**src/rtl/hazard_ctrl.sv**
```systemverilog
// Pipeline hazard controller: produces per-stage stall/flush controls for load-use,
// taken branches, multi-cycle divides and data-memory wait states.
module hazard_ctrl #(
    parameter int unsigned DIV_CYCLES = 32
) (
    input  logic       clk_i,
    input  logic       rst_i,
    input  logic [4:0] if_id_rs1_addr_i,
    input  logic [4:0] if_id_rs2_addr_i,
    input  logic [4:0] id_ex_rd_addr_i,
    input  logic       id_ex_write_rd_i,
    input  logic       id_ex_wb_use_mem_i,
    input  logic       ex_branch_taken_i,
    input  logic       ex_div_start_i,
    input  logic       dmem_req_i,
    input  logic       dmem_rvalid_i,
    output logic       stall_if_o,
    output logic       stall_id_o,
    output logic       stall_ex_o,
    output logic       stall_mem_o,
    output logic       flush_if_id_o,
    output logic       flush_id_ex_o,
    output logic       flush_ex_mem_o,
    output logic       flush_mem_wb_o,
    output logic       div_done_o,
    output logic       busy_o
);

    typedef enum logic [1:0] {
        RUN      = 2'd0,
        DIV_WAIT = 2'd1,
        MEM_WAIT = 2'd2
    } state_e;

    localparam logic [5:0] DIV_LOAD = 6'(DIV_CYCLES - 2);

    state_e     state_q, state_d;
    logic [5:0] div_cnt_q, div_cnt_d;

    logic load_use_s, mem_wait_s, eval_run_s;
    logic stall_if_s, stall_id_s, stall_ex_s, stall_mem_s;
    logic flush_if_id_s, flush_id_ex_s, flush_ex_mem_s, flush_mem_wb_s;
    logic div_done_s;

    assign load_use_s = id_ex_wb_use_mem_i & id_ex_write_rd_i &
                        (id_ex_rd_addr_i != 5'd0) &
                        ((id_ex_rd_addr_i == if_id_rs1_addr_i) |
                         (id_ex_rd_addr_i == if_id_rs2_addr_i));
    assign mem_wait_s = dmem_req_i & ~dmem_rvalid_i;

    // Next-state and stall/flush decode
    always_comb begin
        state_d        = state_q;
        div_cnt_d      = div_cnt_q;
        eval_run_s     = 1'b0;
        stall_if_s     = 1'b0;
        stall_id_s     = 1'b0;
        stall_ex_s     = 1'b0;
        stall_mem_s    = 1'b0;
        flush_if_id_s  = 1'b0;
        flush_id_ex_s  = 1'b0;
        flush_ex_mem_s = 1'b0;
        flush_mem_wb_s = 1'b0;
        div_done_s     = 1'b0;

        case (state_q)
            RUN: begin
                if (mem_wait_s) begin
                    {stall_if_s, stall_id_s, stall_ex_s, stall_mem_s} = 4'b1111;
                    flush_mem_wb_s = 1'b1;
                    state_d        = MEM_WAIT;
                end else begin
                    eval_run_s = 1'b1;
                end
            end
            MEM_WAIT: begin
                if (!dmem_rvalid_i) begin
                    {stall_if_s, stall_id_s, stall_ex_s, stall_mem_s} = 4'b1111;
                    flush_mem_wb_s = 1'b1;
                end else begin
                    eval_run_s = 1'b1;
                end
            end
            DIV_WAIT: begin
                // An older memory access holds MEM, so EX/MEM is held rather than bubbled
                if (mem_wait_s) begin
                    {stall_if_s, stall_id_s, stall_ex_s, stall_mem_s} = 4'b1111;
                    flush_mem_wb_s = 1'b1;
                    if (div_cnt_q != 6'd0) begin
                        div_cnt_d = div_cnt_q - 6'd1;
                    end else begin
                        div_cnt_d = 6'd0;
                    end
                end else if (div_cnt_q == 6'd0) begin
                    div_done_s = 1'b1;
                    state_d    = RUN;
                end else begin
                    {stall_if_s, stall_id_s, stall_ex_s} = 3'b111;
                    flush_ex_mem_s = 1'b1;
                    div_cnt_d      = div_cnt_q - 6'd1;
                end
            end
            default: begin
                state_d   = RUN;
                div_cnt_d = 6'd0;
            end
        endcase

        // Remaining RUN priorities, shared with the MEM_WAIT release cycle
        if (eval_run_s) begin
            state_d = RUN;
            if (ex_div_start_i) begin
                {stall_if_s, stall_id_s, stall_ex_s} = 3'b111;
                flush_ex_mem_s = 1'b1;
                div_cnt_d      = DIV_LOAD;
                state_d        = DIV_WAIT;
            end else if (ex_branch_taken_i) begin
                flush_if_id_s = 1'b1;
                flush_id_ex_s = 1'b1;
            end else if (load_use_s) begin
                stall_if_s    = 1'b1;
                stall_id_s    = 1'b1;
                flush_id_ex_s = 1'b1;
            end else begin
                stall_if_s = 1'b0;
            end
        end else begin
            eval_run_s = 1'b0;
        end
    end

    // State and divide counter registers
    always_ff @(posedge clk_i or posedge rst_i) begin
        if (rst_i) begin
            state_q   <= RUN;
            div_cnt_q <= 6'd0;
        end else begin
            state_q   <= state_d;
            div_cnt_q <= div_cnt_d;
        end
    end

    // Outputs are forced low for the whole time reset is held
    assign stall_if_o     = stall_if_s     & ~rst_i;
    assign stall_id_o     = stall_id_s     & ~rst_i;
    assign stall_ex_o     = stall_ex_s     & ~rst_i;
    assign stall_mem_o    = stall_mem_s    & ~rst_i;
    assign flush_if_id_o  = flush_if_id_s  & ~rst_i;
    assign flush_id_ex_o  = flush_id_ex_s  & ~rst_i;
    assign flush_ex_mem_o = flush_ex_mem_s & ~rst_i;
    assign flush_mem_wb_o = flush_mem_wb_s & ~rst_i;
    assign div_done_o     = div_done_s     & ~rst_i;
    assign busy_o         = (state_q != RUN) & ~rst_i;

endmodule

```
**config.mk**
```make
export PLATFORM = sky130hd
export DESIGN_NAME = hazard_ctrl
export DESIGN_NICKNAME = d
export VERILOG_FILES = /design/src/rtl/hazard_ctrl.sv
export SDC_FILE = /design/constraint.sdc
export NUM_CORES = 1
export LEC_CHECK = 0
export CAP_MARGIN = 5
export CORE_UTILIZATION = 41
export DETAILED_ROUTE_END_ITERATION = 7
export PLACE_DENSITY_LB_ADDON = 0.15
export SETUP_SLACK_MARGIN = 0.15
export SLEW_MARGIN = 20
export SYNTH_ARGS = -nofsm -noshare
export SYNTH_HDL_FRONTEND = slang
export SYNTH_SLANG_ARGS = --single-unit
```
**constraint.sdc**
```tcl
create_clock -name clk_i -period 2.7 [get_ports clk_i]
set_input_delay 0.81 -clock clk_i [delete_from_list [all_inputs] [get_ports clk_i]]
set_output_delay 0.81 -clock clk_i [all_outputs]
set_load 0.02 [all_outputs]
```
**Word level (Yosys, flattened, before mapping)**

Cells that the tools add are included.

- Register bits: 8
- Output and inout port bits: 10

- Add/sub/neg operators: 1
- Bitwise operators: 16
- Equal/unequal tests: 8
- Mux-type cells: 44
- Reductions and logical operators: 8

Operators with widths:

| cell | count |
|---|---|
| $mux W1 | 30 |
| $mux W6 | 5 |
| $and A1 B1 Y1 | 13 |
| $pmux W6 S2 | 1 |
| $eq A5 B5 Y1 | 2 |
| $ne A3 B3 Y1 const B | 3 |
| $mux W2 | 4 |
| $logic_not A6 Y1 | 1 |
| $pmux W2 S3 | 1 |
| $reduce_bool A6 Y1 | 1 |
| $sub A6 B1 Y6 const B | 1 |
| $reduce_bool A5 Y1 | 1 |
| $pmux W1 S2 | 2 |
| $reduce_and A4 Y1 | 1 |
| $reduce_or A2 Y1 | 2 |
| $pmux W1 S3 | 1 |
| $eq A2 B1 Y1 const B | 1 |
| $eq A2 B2 Y1 const B | 1 |
| $logic_not A2 Y1 | 1 |
| $ne A2 B2 Y1 const B | 1 |
| $not A1 Y1 | 2 |
| $reduce_bool A2 Y1 | 1 |
| $or A1 B1 Y1 | 1 |

**Logic depth before layout (Yosys ltp)**

Gate-level depths: netlist of run 1.

- Word-level depth: 9
- Gate-level depth with buffers: 7

**Least setup slack after synthesis of run 1**

Ideal clock, no wire load.

- Kind: input-to-output
- Start: in dmem_req_i
- End: out flush_ex_mem_o
- Path slack: 0.065 ns
- Arrival: 1.825 ns
- Buffers on the path: 0
- Stages on the path: 4
- Path through: o21ba_2 > nor3b_1 > a21oi_1 > nor2_1

- Longest elaborated chain between the ends: 6
- Elaborated cells on any way between the ends: 8
- Those cells by class: mux (6); bitwise (2)

Ends and longest elaborated chain:

| what | RTL line | text |
|---|---|---|
| start, declared | 15 | `input logic dmem_req_i,` |
| $and A1 B1 Y1 (*) | 49 | `assign mem_wait_s = dmem_req_i & ~dmem_rvalid_i;` |
| $mux W1 | 86 | `if (mem_wait_s) begin` |
| $mux W1 | 66 | `case (state_q)` |
| $mux W1 | 112 | `if (ex_div_start_i) begin` |
| $mux W1 (*) | 110 | `if (eval_run_s) begin` |
| $and A1 B1 Y1 (*) | 150 | `assign flush_ex_mem_o = flush_ex_mem_s & ~rst_i;` |
| end, declared | 23 | `output logic flush_ex_mem_o,` |

Every way passes the cells marked *; elsewhere a longest branch is shown, timed or not.

**Worst setup path after layout of run 1**

- Start: in id_ex_rd_addr_i[0]
- End: out stall_if_o

- Longest elaborated chain between the ends: 8
- Elaborated cells on any way between the ends: 11
- Those cells by class: eq/ne (2); mux (4); bitwise (4); reduce/logical (1)

Ends and longest elaborated chain:

| what | RTL line | text |
|---|---|---|
| start, declared | 10 | `input logic [4:0] id_ex_rd_addr_i,` |
| $eq A5 B5 Y1 (tied with other cells) | 47 | `((id_ex_rd_addr_i == if_id_rs1_addr_i) \|` |
| $or A1 B1 Y1 / $and A1 B1 Y1 (equally long branches) | 47, 45 |  |
| $and A1 B1 Y1 (*) | 46 | `(id_ex_rd_addr_i != 5'd0) &` |
| $mux W1 (*) | 120 | `end else if (load_use_s) begin` |
| $mux W1 (*) | 117 | `end else if (ex_branch_taken_i) begin` |
| $mux W1 (*) | 112 |  |
| $mux W1 (*) | 110 |  |
| $and A1 B1 Y1 (*) | 144 | `assign stall_if_o = stall_if_s & ~rst_i;` |
| end, declared | 17 | `output logic stall_if_o,` |

Marks and branches as above.

==> results.md, run 1 <==
- Skew final: between 0.006 and 0.007 ns
- Worst slew margin: 0.8226
- DR DRC count: 0
- Row count: 14
- Hold crit path type: reg -> reg
- Synth Warn #: 0
- Leakage: roughly 0.64 nW
- Layout cells sized above 1: 0.3931
- Vias per inst: 5.272
- Drt first pass iters: 4
- Worst Path Arrival: 1.94 ns
- Synthesized flop and latch total: 8
- Fin crit share: 1.018
- Core area: 0.001594 sq mm
- H-tree levels: 1
- Clk_lat worst skew: about 0.27 ns
- Hold Buf Count CTS: 0
- CTS tree: done
- Cells after synthesis: a little over 90
- Cell Pwr Density: 756.5 mW/mm^2
- Tot GR Track Use: 0.2738
- Final Hold Vio Count: 0
- Die width: between 40 and 50 um
- Fin worst setup slack: -0.04861 ns
- Setup crit end kind: primary output
- Final min period: 2.749 ns
- Die Footprint: 0.001971 sq mm
- Vias in the first global route: 891
- Antenna cells: 0
- RePlAce Congestion: between 0.7 and 0.8
- Failing checks: negative setup slack
- Critical Path RT: 1.89 ns
- Commonest non-fill, non-tap cell in the layout: buf_4
- Final non-filler cell area: 0.001320 sq mm
- Die H: 44.40 um
- Post-synth ARST share: 1.000
- Post-synth top flop: dfrtp_1
- Pin count of the biggest net entering global routing: 9
- Clock root cell: clkbuf_4
- Seq/Total Area, Yosys: 0.2716
- Global-route wire length before repair: 3857 um
- Final-report max-slew violation count: 0
- Cts bufs inserted: 3
- Area delta synth->final: 79.12%
- Post-place instance area: 0.001210 sq mm
- CP Class: in -> out
- Grt ovf: 0
- Tightest Pin Transition: 0.2641 ns
- Ports: 33
- Max clock buf depth: 2
- Net Count, Synth: 117
- Routed wire per std cell: approximately 15 um
- RSZ-0062 raised after global routing: true
- Status: complete, but fails checks
- Initial antenna violation count: 0
- Synthesized area: 737.0 sq um
- Fmax: 363.8 MHz
- CP startpoint kind: input port
- DP HPWL: 1869 um
- Initial core utilization: 0.4623
- Clock sink total: 8
- Cell count after placement: 162
- I/O Buffers: 32
- DRT iter0 DRCs: 15
- Post-route antenna net violation count: 0
- VDD IR-drop max: 587.0 uV
- Reg clk slew, reported paths: roughly 0.060 ns
- Finish-stage setup viols: 3
- Final WL: 2520 um
- Crit path max fanout: 2
- Mean Syn Cell Area: 8.098 sq um
- Layout Cells excl Fill: between 150 and 200
- Via count: about 900
- Netlist cell types: 34
- EDFF count, synth: 0
- Commonest cells after routing, fill and taps aside: buf_4 (23), dlygate4sd2_1 (12), nor2_1 (10), inv_1 (9), xor2_1 (9)
- Nets: roughly 170
- Maxcap violations: 0
through the flow:
stage          power, mW    util  hold slack, ns  TNS [ns]  worst slack (ns)
3_3_place_gp      0.8266  0.7590          0.5161    -5.846           -0.7893
5_1_grt            1.068  0.8281          0.5706   -0.2139          -0.07785
6_report          0.9987  0.8281          0.5540   -0.1017          -0.04861
3_5_place_dp      0.8480  0.7590          0.5364    -6.165           -0.8768
4_1_cts           0.9667  0.7889          0.5501   -0.2895           -0.1224
2_1_floorplan     0.5833       -          0.4951         0            0.1150
cells by family after synthesis:
group	synth area share
AOI/OAI and AO/OA	0.2428
buffers and inverters	0.06112
and+or+nand+nor	0.2411
xor gates and xnor gates	0.1188
muxes	0.01358
DFF	0.2716
adders and majority gates	0.05094
where the power goes:
part	internal, mW	leakage, nW	total, mW	switching [mW]
registers	0.176	0.0979	0.246	0.0703
logic	0.322	0.525	0.651	0.328
clock network	0.0515	0.0138	0.102	0.0505
total	0.550	0.637	0.999	0.449
metal layers:
layer,share of wire,GRT usage,up-vias
met5,0,0,-
met4,0.0044,0.05455,0
met3,0.035,0.07347,3
met2,0.52,0.4853,17
met1,0.44,0.3325,439
li1,-,-,432
repair_timing:
action / in CTS / in global routing
setup endpoints to repair: 10 / 7
setup buffers: 3 / 1
gates resized for setup: 95 / 14
pin swaps: 22 / 12
critical path, stage by stage:
cell and delay (ns):
buf_6 0.09, or3_4 0.37, o311a_4 0.32, o2111ai_2 0.08, o22ai_1 0.10, buf_4 0.17
state kept, by name, indices dropped and copies added (netlist names):
| register | count |
|---|---|
| state_q | 2 |
| div_cnt_q | 6 |
synth_stat cells (all sizes together), types with 2 or more instances:
cell / instances / area share
o21ai: 4 / 0.027
nand3: 2 / 0.014
dfrtp: 8 / 0.27
xor2: 10 / 0.12
nand2b: 3 / 0.025
or3: 2 / 0.017
o22ai: 2 / 0.017
inv: 9 / 0.046
nand2: 4 / 0.020
nor3: 6 / 0.041
and2: 2 / 0.017
nor2: 10 / 0.051
ha: 3 / 0.051
nor4: 2 / 0.037
a21oi: 6 / 0.046
a221o: 2 / 0.027
path summary, 6_finish.rpt:
kind / start / end / slack (ns) / cells past startpoint
setup reg to reg: div_cnt_q[2] / div_cnt_q[0] / 0.95 / 6
setup / recovery: id_ex_rd_addr_i[0] / stall_if_o / -0.05 / 6
hold / removal: div_cnt_q[1] / div_cnt_q[1] / 0.55 / 1
hold reg to reg: div_cnt_q[1] / div_cnt_q[1] / 0.55 / 1
max in group asynchronous: rst_i / div_cnt_q[3] / 1.66 / 4
min in group asynchronous: rst_i / state_q[0] / 0.91 / 4
cell type report:
cell class              instances  area (sq um)
clock buffers                   3         22.52
multi-input cells              72         599.3
repair buffers                 53         434.2
inverters                       9         33.78
well taps                      24         30.03
flip-flops and latches          8         200.2
fillers                       113         274.0
No activity file was read; power rests on OpenSTA's default activity.
==> run 2, diff against run 1 <==
==> constraint.sdc (replaced) <==
create_clock -name clk_i -period 2.7 [get_ports clk_i]
set_input_delay 0.81 -clock clk_i [delete_from_list [all_inputs] [get_ports clk_i]]
set_output_delay 0.81 -clock clk_i [all_outputs]
set_load 0.005 [all_outputs]
==> run 2 against run 1 <==
Net effect: the flow still finishes with violations (negative setup slack); global-route usage rose by 3.3 points; die area did not move; clock power fell by 4%; first-iteration DRC count rose by 130%; final cell count did not move; cell area rose by 2.7%; largest power group unchanged; highest routed layer unchanged.
==> results.md, run 2 (synthesized netlist as in run 1, its figures left out) <==
- Critical Path Max Stage Delay: 0.38 ns (about the same)
- Pin count of the biggest net entering global routing: 10 (+1)
- Row count: 14 (unchanged)
- Final WL: 2839 um (+13%)
- Fin worst setup slack: -0.05832 ns (-0.009710 ns)
- Initial antenna violation count: 0 (unchanged)
- Cts bufs inserted: 3 (unchanged)
- Final non-filler cell area: 0.001356 sq mm (+2.7%)
- Crit-path slowest cell: or3_4
- Core Util, Final: 0.8509 (+0.02276)
- Clk_lat worst skew: 0.27 ns (about the same)
- Fin crit share: 1.022 (+0.003596)
- Post-place instance area: 0.001174 sq mm (-3.0%)
- Leakage: 0.6391 nW (+0.36%)
- Initial core utilization: 0.4623 (unchanged)
- Commonest cells after routing, fill and taps aside: buf_4 (18), dlygate4sd2_1 (17), nor2_1 (10)
- Setup crit end kind: primary output
- Biggest register: div_cnt_q
- Worst Path Arrival: 1.95 ns (about the same)
- Clock sink total: 8 (unchanged)
- RePlAce Congestion: 0.7670 (+2.3%)
- Crit path max fanout: 2 (unchanged)
- RSZ-0062 raised after global routing: true
- Core area: 0.001594 sq mm (unchanged)
- Worst slew margin: 0.7658 (-0.05685)
- Sum Neg Setup Slack: -0.1129 ns (-0.01125 ns)
- Failing checks: negative setup slack
- Maxcap violations: 0 (unchanged)
- Critical Path Sink: stall_id_o
- FF-to-FF End: div_cnt_q[0]
- Fmax: 362.5 MHz (-0.35%)
- VDD IR-drop max: 705.9 uV (+20%)
- Area delta synth->final: 84.04%
- Commonest non-fill, non-tap cell in the layout: buf_4
- Max clock buf depth: 2 (unchanged)
- Die width: 44.40 um (unchanged)
- Grt ovf: 0 (unchanged)
- Critical path origin: id_ex_rd_addr_i[1]
- Vias in the first global route: 961 (+7.9%)
- Antenna cells: 0 (unchanged)
- Max reg flops: 6 (unchanged)
- I/O Buffers: 32 (unchanged)
- Finish-stage setup viols: 4 (+1)
- Filler cell count: 93 (-18%)
- Tightest Pin Transition: 0.3514 ns (+0.08725 ns)
- CP Class: in -> out
- Cell Pwr Density: 751.9 mW/mm^2 (-0.62%)
- Nets: 173 (unchanged)
- Internal reg-to-reg setup slack: 0.78 ns (-0.17 ns)
- Top Registers: div_cnt_q: 6 flops, state_q: 2 flops
- Final min period: 2.758 ns (+0.009710 ns)
- Global-route wire length before repair: 4271 um (+11%)
- Drt first pass iters: 6 (+2)
- DRT iter0 DRCs: 34 (+19)
- Layout cells sized above 1: 0.3931 (unchanged)
- Worst path depth: 6 (unchanged)
- Skew final: 0.003363 ns (-0.002733 ns)
- Top cell family by delay on the critical path: compound AO/OA/AOI/OAI gates
- Status: complete, but fails checks
- Reg clk slew, reported paths: 0.05 ns (about the same)
- Worst path bufs/invs: 2 (unchanged)
- CP startpoint kind: input port
- Final-report max-slew violation count: 0 (unchanged)
- RR Startpoint: div_cnt_q[2]
- Via count: 935 (+4.9%)
- DP HPWL: 2018 um (+8.0%)
- Die H: 44.40 um (unchanged)
- CTS tree: done
- H-tree levels: 1 (unchanged)
- Clock root cell: clkbuf_4
- CP Cell Sequence: buf_6, or3_4, o311a_4, o2111ai_4, o22ai_1, buf_2
- Die Footprint: 0.001971 sq mm (unchanged)
- DR DRC count: 0 (unchanged)
- Post-route antenna net violation count: 0 (unchanged)
- Critical Path RT: 1.89 ns (about the same)
- Ports: 33 (unchanged)
- Final Hold Vio Count: 0 (unchanged)
- Worst reg2reg path depth: 7 (+1)
- Hold crit path type: reg -> reg
- Tot GR Track Use: 0.3066 (+0.03283)
- Routed wire per std cell: 16.80 um (+13%)
- Vias per inst: 5.533 (+4.9%)
## run 2: cell count changes in the layout (fill, tap and decap cells not counted), sizes merged
cell,delta
clkdlybuf4s15,-1
buf,-3
clkbuf,-1
dlygate4sd2,+5
## run 2: cell type report
type                    count  area, sq um  area share
inverters                   9        33.78     0.02491
repair buffers             53        429.2      0.3164
flip-flops and latches      8        202.7      0.1494
multi-input cells          72        638.1      0.4705
well taps                  24        30.03     0.02214
clock buffers               3        22.52     0.01661
## run 2: worst min-delay path by stage
stage	slack [ns]	depth (start not counted)	end	startpoint
after floorplan	0.50	1	div_cnt_q[1]	div_cnt_q[1]
after global placement	0.52	1	div_cnt_q[1]	div_cnt_q[1]
after detailed placement	0.52	1	div_cnt_q[1]	div_cnt_q[1]
after CTS	0.54	1	div_cnt_q[1]	div_cnt_q[1]
after global routing	0.56	1	div_cnt_q[1]	div_cnt_q[1]
final	0.53	1	div_cnt_q[1]	div_cnt_q[1]
## run 2: power by group
part	leakage [nW]	switching, mW	total, mW	internal, mW
logic	0.530	0.342	0.666	0.324
registers	0.0956	0.0770	0.256	0.179
clock network	0.0138	0.0464	0.0976	0.0512
## run 2: per-stage QoR
step | instances | hold slack [ns] | total power [mW] | setup slack, ns
floorplan | 91 | 0.4951 | 0.5511 | 0.2044
global placement | 158 | 0.5175 | 0.7350 | -0.7038
detailed placement | 158 | 0.5200 | 0.7643 | -0.8041
CTS | 166 | 0.5363 | 0.9159 | -0.09793
global route | 169 | 0.5607 | 1.078 | -0.07211
finish | 169 | 0.5332 | 1.020 | -0.05832
## run 2: per-layer routing
layer  track usage  share of wire  wire (um)
met5             0              0          0
met4       0.09091          0.017         49
met3       0.08980          0.066        188
met2        0.6029           0.56       1599
met1        0.3033           0.35       1001
## run 2: what timing repair did
item | CTS | global route
setup buffers | 5 | 3
endpoints found under the setup margin | 10 | 9
gates resized for setup | 85 | 10
hold buffers | 0 | 0
pin swaps | 25 | 10
